[src/rtl/tile_pkg.sv]
// Shared constants for the tile-map pixel renderer: tile-word field layout,
// RGB333 colours, default palette table and glyph content generator.
package tile_pkg;

    // Default geometry; the top module exposes these as overridable parameters.
    localparam int TILE_WIDTH_DEF   = 32;
    localparam int TILE_HEIGHT_DEF  = 32;
    localparam int GRID_COLS_DEF    = 20;
    localparam int GRID_ROWS_DEF    = 15;
    localparam int TILE_ID_BITS_DEF = 4;
    localparam int PIXEL_BITS_DEF   = 9;

    localparam int TILE_W_LOG2 = $clog2(TILE_WIDTH_DEF);
    localparam int TILE_H_LOG2 = $clog2(TILE_HEIGHT_DEF);
    localparam int MAP_ADDR_W  = $clog2(GRID_COLS_DEF * GRID_ROWS_DEF);
    localparam int COORD_W     = 10;
    localparam int PAL_ENTRIES = 16;

    // Tile word bit fields.
    localparam int ID_LSB    = 0;
    localparam int ID_MSB    = 3;
    localparam int HFLIP_BIT = 4;
    localparam int VFLIP_BIT = 5;
    localparam int PAL_LSB   = 6;
    localparam int PAL_MSB   = 7;

    // RGB333 colours.
    localparam logic [8:0] RGB_BLACK   = 9'b000_000_000;
    localparam logic [8:0] RGB_BG_BLUE = 9'b000_000_111;

    // Reset contents of palette entry n: R = pal+1, G = B = index.
    // Index 0 of every palette is the background colour.
    function automatic logic [8:0] default_pal_entry(input logic [3:0] n, input logic [8:0] bg);
        logic [2:0] r_s;
        logic [2:0] g_s;
        logic [2:0] b_s;
        logic [8:0] e_s;
        r_s = {1'b0, n[3:2]} + 3'd1;
        g_s = {1'b0, n[1:0]};
        b_s = {1'b0, n[1:0]};
        if (n[1:0] == 2'b00) begin
            e_s = bg;
        end else begin
            e_s = {r_s, g_s, b_s};
        end
        return e_s;
    endfunction

    // Glyph artwork: 2-bit colour index of texel (gx, gy) in glyph id.
    // Defined arithmetically so the ROM needs no external image file.
    function automatic logic [1:0] glyph_texel(input logic [31:0] id, input logic [31:0] gy,
                                               input logic [31:0] gx);
        logic [31:0] t_s;
        t_s = (gx * gy) + id;
        return t_s[1:0];
    endfunction

endpackage

[src/rtl/glyph_rom.sv]
// Synchronous-read 2-bpp glyph ROM addressed by {id, gy, gx}.
module glyph_rom
    import tile_pkg::*;
#(
    parameter int ID_BITS = TILE_ID_BITS_DEF,
    parameter int GY_BITS = TILE_H_LOG2,
    parameter int GX_BITS = TILE_W_LOG2,
    localparam int ADDR_W = ID_BITS + GY_BITS + GX_BITS
) (
    input  logic              clk_i,
    input  logic              rst_n_i,
    input  logic [ADDR_W-1:0] addr_i,
    output logic [1:0]        data_o
);

    logic [1:0] data_q;

    // Registered texel read; cleared with the rest of the pipeline.
    always_ff @(posedge clk_i or negedge rst_n_i) begin
        if (!rst_n_i) begin
            data_q <= 2'b00;
        end else begin
            data_q <= glyph_texel(32'(addr_i[ADDR_W-1 -: ID_BITS]),
                                  32'(addr_i[GX_BITS +: GY_BITS]),
                                  32'(addr_i[GX_BITS-1:0]));
        end
    end

    assign data_o = data_q;

endmodule

[src/rtl/tile_pixel_renderer.sv]
// Tile-map renderer: screen coordinate -> tile-map fetch -> glyph texel with
// flips -> runtime palette -> RGB333 pixel, three cycles later.
module tile_pixel_renderer
    import tile_pkg::*;
#(
    parameter int TILE_WIDTH   = TILE_WIDTH_DEF,
    parameter int TILE_HEIGHT  = TILE_HEIGHT_DEF,
    parameter int GRID_COLS    = GRID_COLS_DEF,
    parameter int GRID_ROWS    = GRID_ROWS_DEF,
    parameter int TILE_ID_BITS = TILE_ID_BITS_DEF,
    parameter int PIXEL_BITS   = PIXEL_BITS_DEF,
    parameter logic [PIXEL_BITS-1:0] BG_COLOR = PIXEL_BITS'(RGB_BG_BLUE),
    localparam int MAP_AW = $clog2(GRID_COLS * GRID_ROWS)
) (
    input  logic                  i_Clk,
    input  logic                  i_Rst_n,
    input  logic [COORD_W-1:0]    i_Col,
    input  logic [COORD_W-1:0]    i_Row,
    input  logic                  i_Active,
    output logic [MAP_AW-1:0]     o_Map_Addr,
    input  logic [7:0]            i_Map_Data,
    input  logic                  i_Pal_We,
    input  logic [3:0]            i_Pal_Addr,
    input  logic [PIXEL_BITS-1:0] i_Pal_Data,
    output logic [PIXEL_BITS-1:0] o_Pixel,
    output logic                  o_Pixel_Valid
);

    localparam int TW_LOG2 = $clog2(TILE_WIDTH);
    localparam int TH_LOG2 = $clog2(TILE_HEIGHT);
    localparam int TX_W    = COORD_W - TW_LOG2;
    localparam int TY_W    = COORD_W - TH_LOG2;

    // ---------------- stage 1: tile coordinates and map address ----------
    logic [TX_W-1:0]    tx_s;
    logic [TY_W-1:0]    ty_s;
    logic               in_grid_s;
    logic [MAP_AW-1:0]  map_lin_s;
    logic [MAP_AW-1:0]  map_addr_d;
    logic [MAP_AW-1:0]  map_addr_q;
    logic [TW_LOG2-1:0] lx_q;
    logic [TH_LOG2-1:0] ly_q;
    logic               act1_q;
    logic               grid1_q;

    assign tx_s      = i_Col[COORD_W-1:TW_LOG2];
    assign ty_s      = i_Row[COORD_W-1:TH_LOG2];
    assign in_grid_s = (int'(tx_s) < GRID_COLS) && (int'(ty_s) < GRID_ROWS);
    assign map_lin_s = (MAP_AW'(ty_s) * MAP_AW'(GRID_COLS)) + MAP_AW'(tx_s);

    // Next map address: only in-grid coordinates update it, so it never leaves the map.
    always_comb begin
        map_addr_d = map_addr_q;
        if (in_grid_s) begin
            map_addr_d = map_lin_s;
        end else begin
            map_addr_d = map_addr_q;
        end
    end

    // ---------------- stage 2: glyph addressing with flips ----------------
    logic [TILE_ID_BITS-1:0] id_s;
    logic [TW_LOG2-1:0]      gx_s;
    logic [TH_LOG2-1:0]      gy_s;
    logic [1:0]              texel_s;
    logic [1:0]              pal2_q;
    logic                    act2_q;
    logic                    grid2_q;

    assign id_s = TILE_ID_BITS'(i_Map_Data[ID_MSB:ID_LSB]);

    // Mirror local coordinates; TILE-1-l equals ~l because tile sizes are powers of two.
    always_comb begin
        gx_s = lx_q;
        gy_s = ly_q;
        if (i_Map_Data[HFLIP_BIT]) begin
            gx_s = ~lx_q;
        end else begin
            gx_s = lx_q;
        end
        if (i_Map_Data[VFLIP_BIT]) begin
            gy_s = ~ly_q;
        end else begin
            gy_s = ly_q;
        end
    end

    glyph_rom #(
        .ID_BITS (TILE_ID_BITS),
        .GY_BITS (TH_LOG2),
        .GX_BITS (TW_LOG2)
    ) u_glyph_rom (
        .clk_i   (i_Clk),
        .rst_n_i (i_Rst_n),
        .addr_i  ({id_s, gy_s, gx_s}),
        .data_o  (texel_s)
    );

    // ---------------- stage 3: palette resolve ----------------------------
    logic [PIXEL_BITS-1:0] palette_q [PAL_ENTRIES];
    logic [PIXEL_BITS-1:0] pixel_d;
    logic [PIXEL_BITS-1:0] pixel_q;
    logic                  valid_q;

    // Output colour: black when blanked, background off-grid or for index 0.
    always_comb begin
        pixel_d = PIXEL_BITS'(RGB_BLACK);
        if (!act2_q) begin
            pixel_d = PIXEL_BITS'(RGB_BLACK);
        end else if (!grid2_q || (texel_s == 2'b00)) begin
            pixel_d = BG_COLOR;
        end else begin
            pixel_d = palette_q[{pal2_q, texel_s}];
        end
    end

    // Pipeline registers for all three stages.
    always_ff @(posedge i_Clk or negedge i_Rst_n) begin
        if (!i_Rst_n) begin
            map_addr_q <= '0;
            lx_q       <= '0;
            ly_q       <= '0;
            act1_q     <= 1'b0;
            grid1_q    <= 1'b0;
            pal2_q     <= 2'b00;
            act2_q     <= 1'b0;
            grid2_q    <= 1'b0;
            pixel_q    <= '0;
            valid_q    <= 1'b0;
        end else begin
            map_addr_q <= map_addr_d;
            lx_q       <= i_Col[TW_LOG2-1:0];
            ly_q       <= i_Row[TH_LOG2-1:0];
            act1_q     <= i_Active;
            grid1_q    <= in_grid_s;
            pal2_q     <= i_Map_Data[PAL_MSB:PAL_LSB];
            act2_q     <= act1_q;
            grid2_q    <= grid1_q;
            pixel_q    <= pixel_d;
            valid_q    <= act2_q;
        end
    end

    // Palette register file; a write lands at the edge, so a same-cycle lookup sees the old entry.
    always_ff @(posedge i_Clk or negedge i_Rst_n) begin
        if (!i_Rst_n) begin
            for (int n = 0; n < PAL_ENTRIES; n++) begin
                palette_q[n] <= PIXEL_BITS'(default_pal_entry(4'(n), 9'(BG_COLOR)));
            end
        end else if (i_Pal_We) begin
            palette_q[i_Pal_Addr] <= i_Pal_Data;
        end else begin
            palette_q <= palette_q;
        end
    end

    assign o_Map_Addr    = map_addr_q;
    assign o_Pixel       = pixel_q;
    assign o_Pixel_Valid = valid_q;

endmodule

[config.mk]
export PLATFORM = sky130hd
export DESIGN_NAME = tile_pixel_renderer
export DESIGN_NICKNAME = d
export VERILOG_FILES = /design/src/rtl/tile_pkg.sv /design/src/rtl/glyph_rom.sv /design/src/rtl/tile_pixel_renderer.sv
export SDC_FILE = /design/constraint.sdc
export NUM_CORES = 1
export LEC_CHECK = 0
export CORE_MARGIN = 10
export CORE_UTILIZATION = 35
export CTS_BUF_LIST = sky130_fd_sc_hd__clkbuf_16
export DETAILED_ROUTE_END_ITERATION = 10
export GPL_TIMING_DRIVEN = 1
export PLACE_DENSITY = 0.62
export SLEW_MARGIN = 0
export SYNTH_ARGS = -nofsm -noshare
export SYNTH_HDL_FRONTEND = slang
export SYNTH_SLANG_ARGS = --single-unit
[constraint.sdc]
create_clock -name i_Clk -period 3.6 [get_ports i_Clk]
set_input_delay 0.9 -clock i_Clk [delete_from_list [all_inputs] [get_ports i_Clk]]
set_output_delay 0.9 -clock i_Clk [all_outputs]
set_load 0.02 [all_outputs]
Yosys cells after proc, flatten, opt, wreduce, memory -nomap -nowiden
Cells that the tools add are included.
{"block": "op_classes", "addsub": 2, "n_mul": 2, "n_lt_le_gt_ge": 5, "muxes": 10, "bitwise": 4, "reduce_logical": 5}
{"operator": "$bwmux W144", "count": 1}
{"operator": "$mux W9", "count": 5}
{"operator": "$bmux W9 S4", "count": 1}
{"operator": "$demux W9 S4", "count": 1}
{"operator": "$ge A5 B5 Y1 const B", "count": 2}
{"operator": "$mux W5", "count": 2}
{"operator": "$not A4 Y5", "count": 2}
{"operator": "$not A5 Y5", "count": 2}
{"operator": "$add A9 B5 Y9", "count": 1}
{"operator": "$mul A5 B3 Y7 const B", "count": 1}
{"operator": "$lt A5 B1 Y1 const B", "count": 1}
{"operator": "$lt A5 B4 Y1 const B", "count": 1}
{"operator": "$lt A5 B5 Y1 const B", "count": 1}
{"operator": "$mul A5 B5 Y2", "count": 1}
{"operator": "$add A2 B2 Y2", "count": 1}
{"operator": "$logic_and A1 B1 Y1", "count": 2}
{"operator": "$logic_not A2 Y1", "count": 1}
{"operator": "$logic_not A1 Y1", "count": 1}
{"operator": "$logic_or A1 B1 Y1", "count": 1}
{"block": "word_totals", "regBits": 181, "output_inout_bits": 19}

Depth between registers and ports, before layout
{"block": "depth", "ltp_word": 6, "depth_mapped": 7}

Modules after synthesis
A second synthesis with hierarchy kept.
{"block": "unflattened", "cells_unflattened": 501, "hier_area_um2": 7835.0}
{"module": "tile_pixel_renderer", "n_inst": 1, "cells_per_inst": 493, "area_each_um2": 7727.4, "seq_area_each_um2": 4237.8}
{"module": "glyph_rom", "n_inst": 1, "cells_per_inst": 8, "area_each_um2": 107.6, "seq_area_each_um2": 50.0}

Worst setup path before layout
No wires, ideal clock.
{"block": "synth_path", "path_type": "in2reg", "startpoint": "in i_Row[6]", "endpoint": "reg map_addr_q[8] (netlist: o_Map_Addr[8])", "arrival_time_ps": 2565, "required_time_ps": 3480, "slack_ps": 915, "stages": 7, "path_cell_list": "ha_1 ha_1 fa_1 nand2_1 o311ai_0 o41a_1 a21oi_1"}
{"block": "synth_via", "elab_chain_cells": 2, "elab_cells_between_ends": 4, "cone_classes": "1 x add/sub; 1 x mul; 1 x order compare; 1 x reduce/logical"}
{"item": "from (decl)", "line": "tile_pixel_renderer.sv:18", "rtl": "input logic [COORD_W-1:0] i_Row,"}
{"item": "$mul A5 B3 Y7 / $lt A5 B4 Y1 (equally long branches)", "line": "tile_pixel_renderer.sv:49, tile_pixel_renderer.sv:48"}
{"item": "$add A9 B5 Y9 / $logic_and A1 B1 Y1 (equally long branches)", "line": "tile_pixel_renderer.sv:49, tile_pixel_renderer.sv:48"}
{"item": "to (signal assigned)", "line": "tile_pixel_renderer.sv:131", "rtl": "map_addr_q <= map_addr_d;"}
{"item": "to (decl)", "line": "tile_pixel_renderer.sv:40", "rtl": "logic [MAP_AW-1:0] map_addr_q;"}
Parallel ways exist; a longest one is shown, timed or not.
A chain may end at the register's enable or synchronous reset.

Final worst setup path
Same ends and word-level chain as after synthesis.

==> impl_metrics.csv <==
group,metric,value,unit
placement,pre_cts_ws,0.224,ns
global_routing,grt_util_all_layers,0.117,
synth,synth_edf_count,0,
routing,drtAntennaViolNets,0,
outcome,status,"completed",
placement,gp_congestion,0.818,
timing,slew_headroom,0.526,
routing,first_iter_violations,237,
global_routing,grt_pass1_wl,25.6,mm
routing,detail_route.first_pass.iterations,4,
timing,rsz0062_at_grt,"no",
pwr,p_leak,3.60,nW
clock_network,h-tree-depth,4,
pwr,max-vdd-ir-drop,0.358,mV
synth,synthFlopType,"dfrtp_1",
timing,period_minus_slack,2.95,ns
clock_network,root_buffer,"clkbuf_16",
critical_path,cp.arrival,3.27,ns
final_layout,final_util,0.419,
floorplanning,core.rowCount,53,
floorplanning,die_w,166,um
clock_network,post_cts_buffers,0,
clock_network,cts_sinks,163,
synth,synth-simple-area-share,0.0350,
global_routing,gr-total-overflow,0,
synth,synth_compound_area_frac,0.0308,
final_layout,num_antenna_cells,0,
final_layout,syn_to_final_growth,18.0,%
placement,dpl.cell_count,794,
floorplanning,die_area,27600,um2
global_routing,grt_pass1_vias,4718,
routing,detail_route.wl_per_cell,19.1,um
synth,post_synth.cell_area_avg,15.4,um2
final_layout,layout-drive-gt1-share,0.465,
critical_path,rr_startpoint,"u_glyph_rom.data_o[1]",
synth,synthXorXnorAreaFrac,0.0141,
clock_network,numCtsBuffers,17,
timing,whs,0.338,ns
placement,dp_hpwl,10.8,mm
timing,fmax,0.338,GHz
floorplanning,num_io_pins,64,
critical_path,path_common_cell,"ha_1",
synth,yosys.cell_types.count,43,
timing,finalWorstSetupSlack,0.646,ns
timing,skew,0.00974,ns
critical_path,cp_cell_sequence,"clkdlybuf4s50_1, ha_1, ha_1, fa_1, nand2_1, o311ai_0, o41a_1, a21oi_1",
critical_path,worstSetupPathType,"in2reg",
clock_network,ctsHoldBuffers,0,
synth,ys_seq_area_frac,0.554,
critical_path,cp_max_fo,4,
final_layout,instances_no_fill,826,
synth,async_flop_share,1.00,
critical_path,r2r_slack,1.35,ns
final_layout,num-fill-cells,1897,
critical_path,cp_data_required_time,3.92,ns
routing,route.detailed.drc,0,
critical_path,crit_slowest_cell,"fa_1",
synth,synth_area,7460,um2
synth,syn_nets,542,
critical_path,rr_endpoint,"o_Pixel[4]",
timing,slew_violations,0,
final_layout,final_nets,595,
placement,place_area,8280,um2
synth,synth_top_family_by_area,"multiplexers",
timing,setup_viol,0,
timing,hold_viol,0,
routing,wl,15.8,mm
routing,vias_per_cell,5.08,
synth,synth_fa_ha_area_frac,0.0221,
job,maxCapViolCount,0,
clock_network,clk_path_buf_depth,2,
routing,vias,4200,
pwr,finalPower,5.30,mW
floorplanning,core_area,21000,um2
critical_path,slowest_delay,0.58,ns
clock_network,clock_latency,0.43,ns
final_layout,final_area,8810,um2
global_routing,grt_max_degree,89,
floorplanning,start_util,0.355,
critical_path,startpoint_type,"primary input",
clock_network,clk_pin_slew,0.06,ns
pwr,power_density,602,nW/um2
timing,fin_crit_sh,0.821,
synth,ys_seq_elements,163,
clock_network,cts_tree,"built",
synth,synth_mux_area_frac,0.322,
floorplanning,die_y,166,um
worst_hold_path,hold_path_class,"in2async",
timing,tightest_slew,0.710,ns
critical_path,end_kind,"flop",
synth,syn_inst,485,
synth,synth_warnings,0,
clock_network,cts_resized,0,
timing,timing.setup.tns,0,ns
placement,port-buffer-count,55,
critical_path,reg2regPathDepth,4,
global_routing,antenna_found_initial,0,
worst max-delay path, delay by kind of cell:
kind	cells	cell delay, ns
compound gates	3	0.61
fa+ha+maj	3	1.14
buf+inv	1	0.49
simple gates	1	0.12
placed cells by master (no fill, tap or decap), types with 3 or more instances in the layout:
master / instances
clkdlybuf4s50_1: 54
dfstp_2: 47
mux2i_1: 20
xor2_1: 3
dfrtp_1: 116
a21oi_1: 5
nor2_1: 7
clkbuf_16: 17
o21ai_0: 3
mux4_2: 28
buf_4: 5
nand2b_1: 5
ha_1: 10
a31oi_1: 3
nand3_1: 4
or3_1: 5
xnor2_1: 9
nor2_2: 9
clkinvlp_4: 3
inv_1: 9
mux2_2: 138
nand2_1: 6
o22ai_1: 7
state kept, by name (all words and copies together) (netlist names):
name,count
u_glyph_rom.data_o,2
lx_q,2
o_Pixel_Valid,1
act2_q,1
o_Pixel,9
ly_q,2
palette_q,132
grid1_q,1
pal2_q,2
o_Map_Addr,9
grid2_q,1
act1_q,1
power breakdown:
group / switching [mW] / internal (mW) / total, mW
combinational: 0.459 / 0.682 / 1.14
sequential: 0.216 / 2.31 / 2.53
clock: 0.700 / 0.930 / 1.63
total: 1.38 / 3.92 / 5.30
per-layer routing:
layer  vias to the layer above  routed length [um]  global-route usage
met2                        77                8010               0.198
li1                       1896                   -                   -
met1                      2209                6880               0.139
met4                         0                 229              0.0439
met5                         -                   0                   0
met3                        18                 648              0.0312
Yosys cell counts, types with 4 or more instances:
master    instances  area share
a21oi_1           5      0.0034
buf_2            12      0.0080
clkbuf_1         10      0.0050
dfrtp_1         116        0.39
dfstp_2          47        0.17
ha_1             10       0.017
inv_1             4      0.0020
mux2_2          138        0.21
mux2i_1          20       0.027
mux4_2           28       0.084
nand2_1           6      0.0030
nand2b_1          5      0.0042
nand3_1           4      0.0027
nor2_1            7      0.0035
nor2_2            9      0.0075
o22ai_1           7      0.0059
or3_1             5      0.0042
xnor2_1           9       0.011
final cells by class:
class                   instances  area (um2)  area share
inverters                       4        15.0     0.00170
repair buffers                 61         609      0.0692
clock buffers                  17         425      0.0483
flip-flops and latches        163        4140       0.470
multi-input cells             291        3170       0.360
clock inverters                15         106      0.0121
well taps                     275         344      0.0391
worst max path at each step:
stage | end | startpoint | slack (ns)
2_1_floorplan | o_Map_Addr[8] | i_Row[6] | 0.92
3_3_place_gp | o_Map_Addr[8] | i_Row[6] | 0.27
3_5_place_dp | o_Map_Addr[8] | i_Row[6] | 0.22
4_1_cts | o_Map_Addr[8] | i_Row[6] | 0.66
5_1_grt | o_Map_Addr[8] | i_Row[6] | 0.50
6_report | o_Map_Addr[8] | i_Row[6] | 0.65
logic make-up (layout without fill, tap and decap cells):
group | Yosys count | in the layout
AO/OA/AOI/OAI | 33 | 33
XOR/XNOR | 12 | 12
adder cells (fa/ha/maj) | 12 | 12
buffers and inverters | 31 | 97
flip-flops | 163 | 163
multiplexers | 188 | 188
AND/OR/NAND/NOR | 46 | 46
(Power assumes the default switching activity.)
